**src/rtl/sdram_pkg.sv**
```systemverilog
// rtl/sdram_pkg.sv - shared widths and entry packing for the SDRAM request queue
package sdram_pkg;

  localparam int ADDR_W_DEF = 22;
  localparam int DATA_W_DEF = 32;
  localparam int WE_W       = 1;
  localparam int BE_W       = 4;

  // Packed entry layout, MSB first: {we, be_n, addr, data}
  function automatic int entry_w(input int addr_w, input int data_w);
    return WE_W + BE_W + addr_w + data_w;
  endfunction

  localparam int ENTRY_W_DEF = entry_w(ADDR_W_DEF, DATA_W_DEF);

endpackage

```
**src/rtl/sdram_req_fifo.sv**
```systemverilog
// rtl/sdram_req_fifo.sv - synchronous request FIFO holding packed queue entries
module sdram_req_fifo
  import sdram_pkg::*;
#(
  parameter int WIDTH = ENTRY_W_DEF,
  parameter int DEPTH = 4
) (
  input  logic                   clk,
  input  logic                   reset,
  input  logic                   push,
  input  logic [WIDTH-1:0]       din,
  input  logic                   pop,
  output logic [WIDTH-1:0]       dout,
  output logic                   full,
  output logic                   empty,
  output logic [$clog2(DEPTH):0] count
);

  localparam int PW = $clog2(DEPTH);

  logic [WIDTH-1:0] mem [DEPTH];
  logic [PW-1:0]    wr_ptr;
  logic [PW-1:0]    rd_ptr;
  logic             do_push;
  logic             do_pop;

  assign do_push = push & ~full;
  assign do_pop  = pop & ~empty;
  assign full    = (count == (PW+1)'(DEPTH));
  assign empty   = (count == '0);
  assign dout    = mem[rd_ptr];

  // Storage, power-of-two wrapping pointers and occupancy; contents clear on reset
  always_ff @(posedge clk or posedge reset) begin
    if (reset) begin
      for (int i = 0; i < DEPTH; i++) mem[i] <= '0;
      wr_ptr <= '0;
      rd_ptr <= '0;
      count  <= '0;
    end else begin
      if (do_push) begin
        mem[wr_ptr] <= din;
        wr_ptr      <= wr_ptr + 1'b1;
      end
      if (do_pop) rd_ptr <= rd_ptr + 1'b1;
      case ({do_push, do_pop})
        2'b10:   count <= count + 1'b1;
        2'b01:   count <= count - 1'b1;
        default: ;
      endcase
    end
  end

endmodule

```
**src/rtl/sdram_req_queue.sv**
```systemverilog
// rtl/sdram_req_queue.sv - SDRAM request queue with read tracking; q_level port under SDRAM_REQ_LEVEL_EN
module sdram_req_queue
  import sdram_pkg::*;
#(
  parameter int DEPTH  = 4,
  parameter int ADDR_W = ADDR_W_DEF,
  parameter int DATA_W = DATA_W_DEF
) (
  input  logic                   clk,
  input  logic                   reset,
  input  logic                   az_cs,
  input  logic                   az_rd_n,
  input  logic                   az_wr_n,
  input  logic [BE_W-1:0]        az_be_n,
  input  logic [ADDR_W-1:0]      az_addr,
  input  logic [DATA_W-1:0]      az_data,
  output logic                   za_waitrequest,
  output logic                   za_valid,
  output logic [DATA_W-1:0]      za_data,
  output logic                   req_valid,
  input  logic                   req_ready,
  output logic                   req_we,
  output logic [BE_W-1:0]        req_be_n,
  output logic [ADDR_W-1:0]      req_addr,
  output logic [DATA_W-1:0]      req_wdata,
`ifdef SDRAM_REQ_LEVEL_EN
  output logic [$clog2(DEPTH):0] q_level,
`endif
  input  logic                   rd_valid,
  input  logic [DATA_W-1:0]      rd_data
);

  localparam int CW = $clog2(DEPTH) + 1;
  localparam int EW = entry_w(ADDR_W, DATA_W);

  logic          accept;
  logic          rd_accept;
  logic          pop;
  logic          rd_ret;
  logic          fifo_full;
  logic          fifo_empty;
  logic          init_q;
  logic [EW-1:0] push_entry;
  logic [EW-1:0] head_entry;
  logic [CW-1:0] count;
  logic [CW-1:0] count_next;
  logic [CW-1:0] rd_outstanding;
  logic [CW-1:0] rd_out_next;

  // A cycle with both strobes low is ambiguous and is dropped rather than guessed
  assign accept     = az_cs & ~za_waitrequest & (az_rd_n ^ az_wr_n);
  assign rd_accept  = accept & ~az_rd_n;
  assign pop        = req_valid & req_ready;
  assign rd_ret     = rd_valid & (rd_outstanding != '0);
  assign push_entry = {~az_wr_n, az_be_n, az_addr, az_data};

  sdram_req_fifo #(
    .WIDTH (EW),
    .DEPTH (DEPTH)
  ) u_fifo (
    .clk   (clk),
    .reset (reset),
    .push  (accept & ~fifo_full),
    .din   (push_entry),
    .pop   (pop),
    .dout  (head_entry),
    .full  (fifo_full),
    .empty (fifo_empty),
    .count (count)
  );

  assign req_valid = ~fifo_empty;
  assign {req_we, req_be_n, req_addr, req_wdata} = head_entry;

`ifdef SDRAM_REQ_LEVEL_EN
  assign q_level = count;
`endif

  // Next-state occupancy and outstanding-read counts feeding the registered stall
  always_comb begin
    count_next  = count + CW'(accept) - CW'(pop);
    rd_out_next = rd_outstanding + CW'(rd_accept) - CW'(rd_ret);
  end

  // Outstanding-read tracker; a return with nothing outstanding is ignored
  always_ff @(posedge clk or posedge reset) begin
    if (reset) rd_outstanding <= '0;
    else       rd_outstanding <= rd_out_next;
  end

  // Read data is forwarded one cycle after a tracked return, in arrival order
  always_ff @(posedge clk or posedge reset) begin
    if (reset) begin
      za_valid <= 1'b0;
      za_data  <= '0;
    end else begin
      za_valid <= rd_ret;
      if (rd_ret) za_data <= rd_data;
    end
  end

  // Registered stall; init_q holds it high through the first clock after reset release
  always_ff @(posedge clk or posedge reset) begin
    if (reset) begin
      init_q         <= 1'b1;
      za_waitrequest <= 1'b1;
    end else begin
      init_q         <= 1'b0;
      za_waitrequest <= init_q | (count_next == CW'(DEPTH)) | (rd_out_next == CW'(DEPTH));
    end
  end

endmodule

```
**config.mk**
```make
export PLATFORM = sky130hd
export DESIGN_NAME = sdram_req_queue
export DESIGN_NICKNAME = d
export VERILOG_FILES = /design/src/rtl/sdram_pkg.sv /design/src/rtl/sdram_req_fifo.sv /design/src/rtl/sdram_req_queue.sv
export SDC_FILE = /design/constraint.sdc
export NUM_CORES = 1
export LEC_CHECK = 0
export BUFFER_PORTS_ARGS = -buffer_cell sky130_fd_sc_hd__buf_2
export CORE_MARGIN = 1.5
export CORE_UTILIZATION = 24
export DETAILED_ROUTE_END_ITERATION = 12
export SYNTH_ARGS = -nofsm -noshare
export SYNTH_HDL_FRONTEND = slang
export SYNTH_SLANG_ARGS = --single-unit
```
**constraint.sdc**
```tcl
create_clock -name clk -period 12 [get_ports clk]
set_input_delay 2.4 -clock clk [delete_from_list [all_inputs] [get_ports clk]]
set_output_delay 2.4 -clock clk [all_outputs]
set_load 0.05 [all_outputs]
```
Yosys cells after proc, flatten, opt, wreduce, memory -nomap -nowiden:

Index checks and enable logic that the tools add are counted.

* register bits: 281
* input bits: 97
* output and inout bits: 94
* logic and storage cells: 57

* $add $sub $neg: 8
* magnitude comparators: 3
* equality and inequality tests: 5
* muxes and demuxes: 7
* bitwise gates (word level): 18
* reduce and logical (&&, ||, !) cells: 4

Operators by type and width (number)
* bitwise mux 236 bit: 1
* two-way mux 59 bit: 3
* binary-select mux 59 bit (select 2 bit): 1
* demux 59 bit (select 2 bit): 1
* equality test 3 bit, second input constant: 3
* AND 1 bit: 8
* adder 3 x 1 -> 3 bit: 2
* greater-or-equal comparator 3 bit, second input constant: 2
* inverter 2 -> 3 bit: 2
* case mux 3 bit (2 select lines): 1
* subtractor 3 x 1 -> 3 bit: 2
* inverter 1 bit: 5
* adder 2 x 1 -> 2 bit, second input constant: 2
* adder 3 x 1 -> 3 bit, second input constant: 1
* zero test 3 bit: 1
* less-than comparator 3 x 1 -> 1 bit, second input constant: 1
* nonzero test 3 bit: 1
* subtractor 3 x 1 -> 3 bit, second input constant: 1
* equality test 2 x 1 -> 1 bit, second input constant: 1
* equality test 2 bit, second input constant: 1
* bitwise OR 1 bit: 2
* nonzero test 2 bit: 1
* logical AND 1 bit: 1
* bitwise XOR 1 bit: 1

Logic depth before layout (Yosys ltp):

Gate-level depths: netlist (run 1).

* depth after elaboration: 8
* mapped depth: 9
* gate-level depth less buffers: 9

By module:

Synthesis (run 1) repeated with hierarchy kept, for this count alone.

* cells, all modules: 713
* area, all modules: 12132.9 um^2

By module, submodules not included
* sdram_req_fifo: instances 1, cells each 610, area an instance 10532.6 um^2, sequential area each 6080.8 um^2
* sdram_req_queue: instances 1, cells each 103, area an instance 1600.3 um^2, sequential area each 953.4 um^2

Worst setup path after synthesis (run 1):

Ideal clock, no wire load.

* path type: input port to flip-flop
* from: input rd_valid
* to: register za_waitrequest
* library setup time: 0.083 ns
* arrival time: 4.249 ns
* required time: 11.917 ns
* slack: 7.668 ns
* cell stages on the path: 9
* cells stage by stage: o31ai_1 buf_2 inv_1 ha_1 inv_1 ha_1 fa_1 nor2_1 a221o_1

* longest elaborated chain between the ends: 4

Ends and longest elaborated chain
* from (decl): line sdram_req_queue.sv:29 `input logic rd_valid,`
* AND 1 bit: line sdram_req_queue.sv:54 `assign rd_ret = rd_valid & (rd_outstanding != '0);`
* via rd_ret: line sdram_req_queue.sv:39 `logic rd_ret;`
* subtractor 3 x 1 -> 3 bit: line sdram_req_queue.sv:82 `rd_out_next = rd_outstanding + CW'(rd_accept) - CW'(rd_ret);`
* via rd_out_next[1]: line sdram_req_queue.sv:48 `logic [CW-1:0] rd_out_next;`
* equality test 3 bit: line sdram_req_queue.sv:109 `za_waitrequest <= init_q | (count_next == CW'(DEPTH)) | (rd_out_next == CW'(DEPTH));`
* bitwise OR 1 bit: line sdram_req_queue.sv:109
* to (signal assigned): line sdram_req_queue.sv:109
* to (decl): line sdram_req_queue.sv:17 `output logic za_waitrequest,`

The timed path passes the listed nets, and every way through them passes these cells.
A chain may end at the register's enable or synchronous reset.

Final worst setup path (run 1):

* from: register u_fifo.rd_ptr[1]
* to: output req_wdata[21]

* longest elaborated chain between the ends: 4

Ends and longest elaborated chain
* from (decl): line sdram_req_fifo.sv:23 `logic [PW-1:0] rd_ptr;`
* from (signal assigned): line sdram_req_fifo.sv:45 `if (do_pop) rd_ptr <= rd_ptr + 1'b1;`
* inverter 2 -> 3 bit (not written as such): line sdram_req_fifo.sv:31 `assign dout = mem[rd_ptr];`
* binary-select mux 59 bit (select 2 bit): line sdram_req_fifo.sv:31
* two-way mux 59 bit (not written as such) (2 in a row): line sdram_req_fifo.sv:31
* to (decl): line sdram_req_queue.sv:25 `output logic [DATA_W-1:0] req_wdata,`

Every way passes these cells. The select of a mux whose other input is x is not followed.

==> metrics.yaml, run 1 <==
p_leak_uw: 0.007021
finalMaxSlewViolations: 0
die_h_um: 229.0
maxClockFrequency_mhz: 188.8
crit_type: "flip-flop to output port"
clkTransAtPathRegs_ns: 0.06
fin_crit_sh_pct: 44.14
grt_pass1_vias: 7526
yosysSeqAreaShare_pct: 57.38
grt_pass1_wl_mm: 43.16
setup_violations: 0
n_fill_cell: 5023
worstHoldPathCells: 1
period_minus_slack_ns: 5.297
htreeDepth: 2
maxCapViolations: 0
worstPathArrival_ns: 2.90
wire_per_inst_um: 16.91
cp-end-kind: "output port"
rsz0062_at_grt: "false"
grt_overflow: 0
slew_headroom_pct: 25.08
synth_area_um2: 12260
dp_hpwl_mm: 16.35
clock_skew_ns: 0.01204
cts-buffers-inserted: 35
ir_worst_vdd_v: 0.0002054
rows: 82
portBuffers: 190
ys_types: 29
core-area_um2: 50270
min_path_type: "flip-flop to flip-flop"
cts_hold_buf: 0
clk_path_buf_depth: 3
post_cts_buffers: 0
r2r_start: "za_waitrequest"
area_growth_pct: 23.12
diodes: 0
drive_gt1_share_pct: 63.44
num_vias: 6764
r2r-end: "u_fifo.mem[3]"
place.gp.congestion: 0.6909
io_pins: 191
fp.dieArea_um2: 52450
r2r_cells: 4
outcome: "finished, final reports clean"
ant_nets: 0
ys_ff_latch: 281
drc_errors: 0
worstMarginPinSlew_ns: 1.124
pre_cts_ws_ns: 6.850
grt_usage_pct: 10.57
crit_required_ns: 9.60
nets: 1017
insertion_delay_ns: 0.52
min_from: "za_data[14]"
final-hold-violation-count: 0
grt_max_degree: 80
cts_tree: "done"
syn_avg_cell_area_um2: 17.22
drt_iter0_drc: 225
wl_mm: 27.09
fin_ws_ns: 6.703
vias_per_cell: 4.222
syn_inst: 712
cp_max_fo: 33
reg2reg_slack_ns: 9.10
tns_ns: 0
firstDrtPassIters: 4
cts_sinks: 281
root_buffer: "clkbuf_16"
die_w_um: 229.0
cts_resized: 0
pwr_density_cell_nw_per_um2: 318.8
antenna_found_initial: 2
syn-num-nets: 821
yosys_warnings: 0
hold-path-endpoint: "za_data[14]"
worst_setup_path_start_kind: "flip-flop"
start_util_pct: 24.39
cell usage after synthesis (all sizes together):
| cell type | count | share of area, % |
|---|---|---|
| nor2b | 2 | 0.10 |
| mux4 | 59 | 11 |
| nand4 | 4 | 0.41 |
| nor2 | 3 | 0.092 |
| mux2i | 5 | 0.41 |
| fa | 3 | 0.49 |
| dfstp | 2 | 0.43 |
| dfrtp | 279 | 57 |
| and2 | 1 | 0.051 |
| conb | 1 | 0.031 |
| or3b | 1 | 0.071 |
| xor2 | 4 | 0.35 |
| nand3 | 1 | 0.041 |
| ha | 9 | 0.92 |
| o31ai | 1 | 0.061 |
| inv | 19 | 0.58 |
| nand2 | 1 | 0.031 |
| and3 | 1 | 0.051 |
| mux2 | 265 | 25 |
| a221o | 1 | 0.082 |
| clkbuf | 2 | 0.061 |
| o31a | 2 | 0.14 |
| xnor2 | 7 | 0.50 |
| buf | 39 | 1.9 |
layer usage:
layer  track usage [%]  part of all wire (%)  vias to the layer above
met3             3.411                   5.4                       44
met2             18.56                    51                      116
met1             12.20                    41                     3590
met5                 0                  0.10                        -
li1                  -                     -                     3010
met4             3.207                   2.2                        4
state kept, by name, indices dropped and copies added (netlist names):
signal / count
init_q: 1
za_data: 32
u_fifo.rd_ptr: 2
za_valid: 1
za_waitrequest: 1
u_fifo.wr_ptr: 2
u_fifo.mem: 236
rd_outstanding: 3
u_fifo.count: 3
area by class of cell:
| cell class | instances | area (µm²) | area share [%] |
|---|---|---|---|
| Multi-Input combinational cell | 371 | 4966 | 32.90 |
| Clock inverter | 11 | 112.6 | 0.7461 |
| Sequential cell | 281 | 7042 | 46.66 |
| Clock buffer | 48 | 1027 | 6.806 |
| Inverter | 19 | 78.83 | 0.5223 |
| Timing Repair Buffer | 200 | 1026 | 6.798 |
| Tap cell | 672 | 840.8 | 5.571 |
power breakdown:
part	internal (µW)	leakage (µW)	switching (µW)
logic	864	0.00299	1270
clock network	639	0.000557	403
registers	1380	0.00347	254
total	2880	0.00702	1930
worst max-delay path, stage by stage, from the launching register on:
cell and delay [ns]:
dfrtp_4 0.78, buf_4 0.68, mux4_2 0.62, buf_2 0.23
worst max-delay path by stage:
stage | slack (ns) | startpoint | cells past startpoint | to
after floorplan | 1.85 | reset | 1 | rd_outstanding[0]
after global placement | 6.91 | az_cs | 5 | u_fifo.mem[0]
after detailed placement | 6.85 | az_cs | 5 | u_fifo.mem[5]
after CTS | 6.52 | u_fifo.rd_ptr[1] | 3 | req_wdata[21]
after global routing | 6.45 | u_fifo.rd_ptr[1] | 3 | req_wdata[20]
final | 6.70 | u_fifo.rd_ptr[1] | 3 | req_wdata[21]
kinds of logic after synthesis:
| group | Yosys count | synth area share, % |
|---|---|---|
| flip-flops | 281 | 57.38 |
| other | 1 | 0.03059 |
| multiplexers | 329 | 36.69 |
| AO/OA/AOI/OAI | 4 | 0.2858 |
| buffers and inverters | 60 | 2.511 |
| XOR/XNOR | 11 | 0.8472 |
| AND/OR/NAND/NOR | 14 | 0.8471 |
| adder cells (fa/ha/maj) | 12 | 1.408 |
cell usage in the layout, fill, tap and decap left out, types with 2 or more instances in the layout:
master      netlist  layout
buf_2            30     190
buf_4             4      10
bufinv_16         0       2
clkbuf_1          2       5
clkbuf_16         0      37
clkbuf_8          0       6
clkinv_2          0       6
clkinvlp_4        0       3
dfrtp_1         279     277
dfrtp_4           0       2
dfstp_2           2       2
fa_1              3       3
ha_1              9       9
inv_1            19      18
mux2_2          229     229
mux2_4           36      36
mux2i_1           5       5
mux4_2           59      59
nand4_4           0       4
nor2_1            3       3
nor2b_1           2       2
o31a_1            2       2
xnor2_1           7       7
xor2_1            3       3
metrics by stage:
step                      utilization [%]  cells  cell area [µm²]  total power, µW  hold slack (ns)
after CTS                           30.02   1602            15090             4895           0.4994
final                               30.02   1602            15090             4811           0.4969
after detailed placement            27.76   1543            13950             3814           0.4875
after floorplan                         -    712            12260             3333           0.4739
after global placement              27.76   1543            13950             3771           0.4815
after global routing                30.02   1602            15090             5079           0.5038
(Power assumes the default switching activity.)
==> run 2, diff against run 1 <==
ABC_AREA = 1   (was not set)
clock period = 4.8 ns   (was 12 ns; I/O delays follow)
==> run 2 against run 1 <==
  * Register-to-register slack worse by 7.2 ns
  * Total power rose to 2.8 times the previous value
  * Die area is 9.3% higher
==> metrics.yaml, run 2 <==
synth.top_cells.by_count: "nand2_1, dfrtp_1, nand4_1, nor2_1, o21ai_0"  # was dfrtp_1, mux2_2, mux4_2, mux2_4, buf_2
worstPathCellList: "buf_4 -> o21ai_0 -> o22ai_1 -> buf_2"  # was buf_4 -> mux4_2 -> buf_2
period_minus_slack_ns: 3.928
final-hold-violation-count: 0  # unchanged
insertion_delay_ns: 0.54  # was 0.52 ns
area_growth_pct: 19.38  # was 23.12%
wire_per_inst_um: 17.73  # was 16.91 µm
synthTopCellsByArea: "dfrtp_1, nand2_1, nand4_1"  # was dfrtp_1, mux2_2, mux4_2
fp.dieArea_um2: 57350  # was 52450 µm²
placed_area_um2: 14820  # was 13950 µm²
maxCapViolations: 0  # unchanged
num_vias: 12307  # was 6764
design_area_um2: 16020  # was 15090 µm²
cp_max_fo: 72  # was 33
crit_family: "buffers and inverters"  # unchanged
syn_avg_cell_area_um2: 8.300  # was 17.22 µm²
yosysSeqAreaShare_pct: 52.41  # was 57.38%
maxClockFrequency_mhz: 254.6
yosys_warnings: 0  # unchanged
pwr_density_cell_nw_per_um2: 836.3  # was 318.8 nW/µm²
yosysTopAreaCell: "dfrtp_1"  # unchanged
syn-num-nets: 1726  # was 821
antenna_found_initial: 4  # was 2
portBuffers: 190  # unchanged
cts_tree: "done"  # unchanged
cts_hold_buf: 0  # unchanged
critPathSlowestCell: "dfrtp_4"  # unchanged
ir_worst_vdd_v: 0.0003165  # was 0.0002054 V
synth.most_common_cell: "nand2_1"  # was dfrtp_1
cts_resized: 0  # unchanged
grt_usage_pct: 15.23  # was 10.57%
n_fill_cell: 5839  # was 5023
worst_setup_path_start_kind: "flip-flop"  # unchanged
drt_iter0_drc: 1161  # was 225
final_common_cell: "nand2_1"  # was dfrtp_1
ant_nets: 0  # unchanged
nets: 1829  # was 1017
tns_ns: 0  # unchanged
start_util_pct: 24.31  # was 24.39%
grt_overflow: 0  # unchanged
dp_hpwl_mm: 24.46  # was 16.35 mm
wl_met3_mm: 3.203  # was 1.458 mm
finalMaxSlewViolations: 0  # unchanged
fin_ws_ns: 0.8719  # was 6.703 ns
core-area_um2: 55200  # was 50270 µm²
synth_area_um2: 13420  # was 12260 µm²
crit_type: "flip-flop to output port"  # unchanged
dr_wl_met2_mm: 21.48  # was 13.85 mm
syn_inst: 1617  # was 712
synth_ff_type: "dfrtp_1"  # unchanged
grt_max_degree: 169  # was 80
root_buffer: "clkbuf_16"  # unchanged
p_leak_uw: 0.008091  # was 0.007021 µW
firstDrtPassIters: 6  # was 4
outcome: "finished, final reports clean"  # unchanged
r2r_cells: 6  # was 4
top_register: "u_fifo.mem"  # unchanged
mostFrequentLayoutCells: "nand2_1, dfrtp_1, nand4_1"  # was dfrtp_1, mux2_2, buf_2
clock_skew_ns: 0.009993  # was 0.01204 ns
wl_mm: 44.25  # was 27.09 mm
setup_violations: 0  # unchanged
wl_met1_mm: 18.63  # was 11.16 mm
pre_cts_ws_ns: 1.500  # was 6.850 ns
cp.buffers_inverters: 2  # unchanged
cts-buffers-inserted: 37  # was 35
slew_headroom_pct: 30.19  # was 25.08%
synth_top_area_share_pct: 52.02  # was 56.95%
largest_register_ffs: 236  # unchanged
ys_async_sr_fraction_pct: 100.0  # unchanged
cts_sinks: 281  # unchanged
clk_path_buf_depth: 3  # unchanged
die_h_um: 239.5  # was 229.0 µm
io_pins: 191  # unchanged
min_path_type: "primary input to asynchronous set/reset pin"  # was flip-flop to flip-flop
rsz0062_at_grt: "false"  # unchanged
highest_layer: "met5"  # unchanged
ys_ff_latch: 281  # unchanged
drive_gt1_share_pct: 16.94  # was 63.44%
cp_slowest_stage_delay_ns: 0.77  # was 0.78 ns
htreeDepth: 2  # unchanged
vias_per_cell: 4.931  # was 4.222
grt_pass1_vias: 11976  # was 7526
ys_types: 30  # was 29
clkTransAtPathRegs_ns: 0.06  # about the same
rows: 86  # was 82
fin_crit_sh_pct: 81.84
worstMarginPinSlew_ns: 1.046  # was 1.124 ns
crit_required_ns: 3.84  # was 9.60 ns
crit_cells: 4  # was 3
cp-end-kind: "output port"  # unchanged
synth_edf_count: 0  # unchanged
die_w_um: 239.5  # was 229.0 µm
post_cts_buffers: 0  # unchanged
grt_pass1_wl_mm: 68.77  # was 43.16 mm
worstPathArrival_ns: 2.97  # was 2.90 ns
reg_top3: "u_fifo.mem x236, za_data x32"  # unchanged
drc_errors: 0  # unchanged
place.gp.congestion: 0.7463  # was 0.6909
[run 2: logic make-up after synthesis]
kind of cell | Yosys count | share of synthesized area [%]
fa+ha+maj | 12 | 1.287
buf+inv | 173 | 6.619
simple gates | 966 | 32.16
xor+xnor | 3 | 0.1958
compound gates | 181 | 7.300
other cells | 1 | 0.02794
flops | 281 | 52.41
[run 2: cell type report]
type	instances	area, µm²	area share (%)
flip-flops and latches	281	7039	43.94
multi-input cells	1163	5587	34.87
repair buffers	212	1154	7.200
clock buffers	56	1120	6.989
well taps	748	935.9	5.841
inverters	25	100.1	0.6248
clock inverters	10	83.83	0.5232
diodes	1	2.502	0.01562
[run 2: layer usage]
metal,track usage [%],vias to the layer above
li1,-,5688
met1,19.64,6072
met2,25.23,465
met3,3.653,76
met4,4.469,6
met5,0,-
[run 2: power breakdown]
part | switching (µW) | leakage, µW | internal [µW]
registers | 642 | 0.00360 | 3430
clock network | 1080 | 0.000591 | 1660
logic | 5020 | 0.00390 | 1560
total | 6750 | 0.00809 | 6650
[run 2: path summary, 6_finish.rpt]
kind	startpoint	end	slack (ns)
hold / removal	reset	u_fifo.mem[125]	0.36
setup / recovery	u_fifo.rd_ptr[0]	req_addr[21]	0.87
min in group clk	init_q	za_waitrequest	0.46
hold reg to reg	init_q	za_waitrequest	0.46
max in group asynchronous	reset	u_fifo.rd_ptr[0]	3.44
setup reg to reg	u_fifo.count[1]	u_fifo.mem[171]	1.92
[run 2: metrics by stage]
stage                     utilization [%]  power, µW  hold slack (ns)  cells
final                               29.02      13400           0.3642   2496
after global routing                29.02      14250           0.3541   2495
after CTS                           29.02      13510           0.3349   2495
after detailed placement            26.84      10680           0.4554   2429
after global placement              26.84      10560           0.4500   2429
after floorplan                         -       8883           0.4366   1617
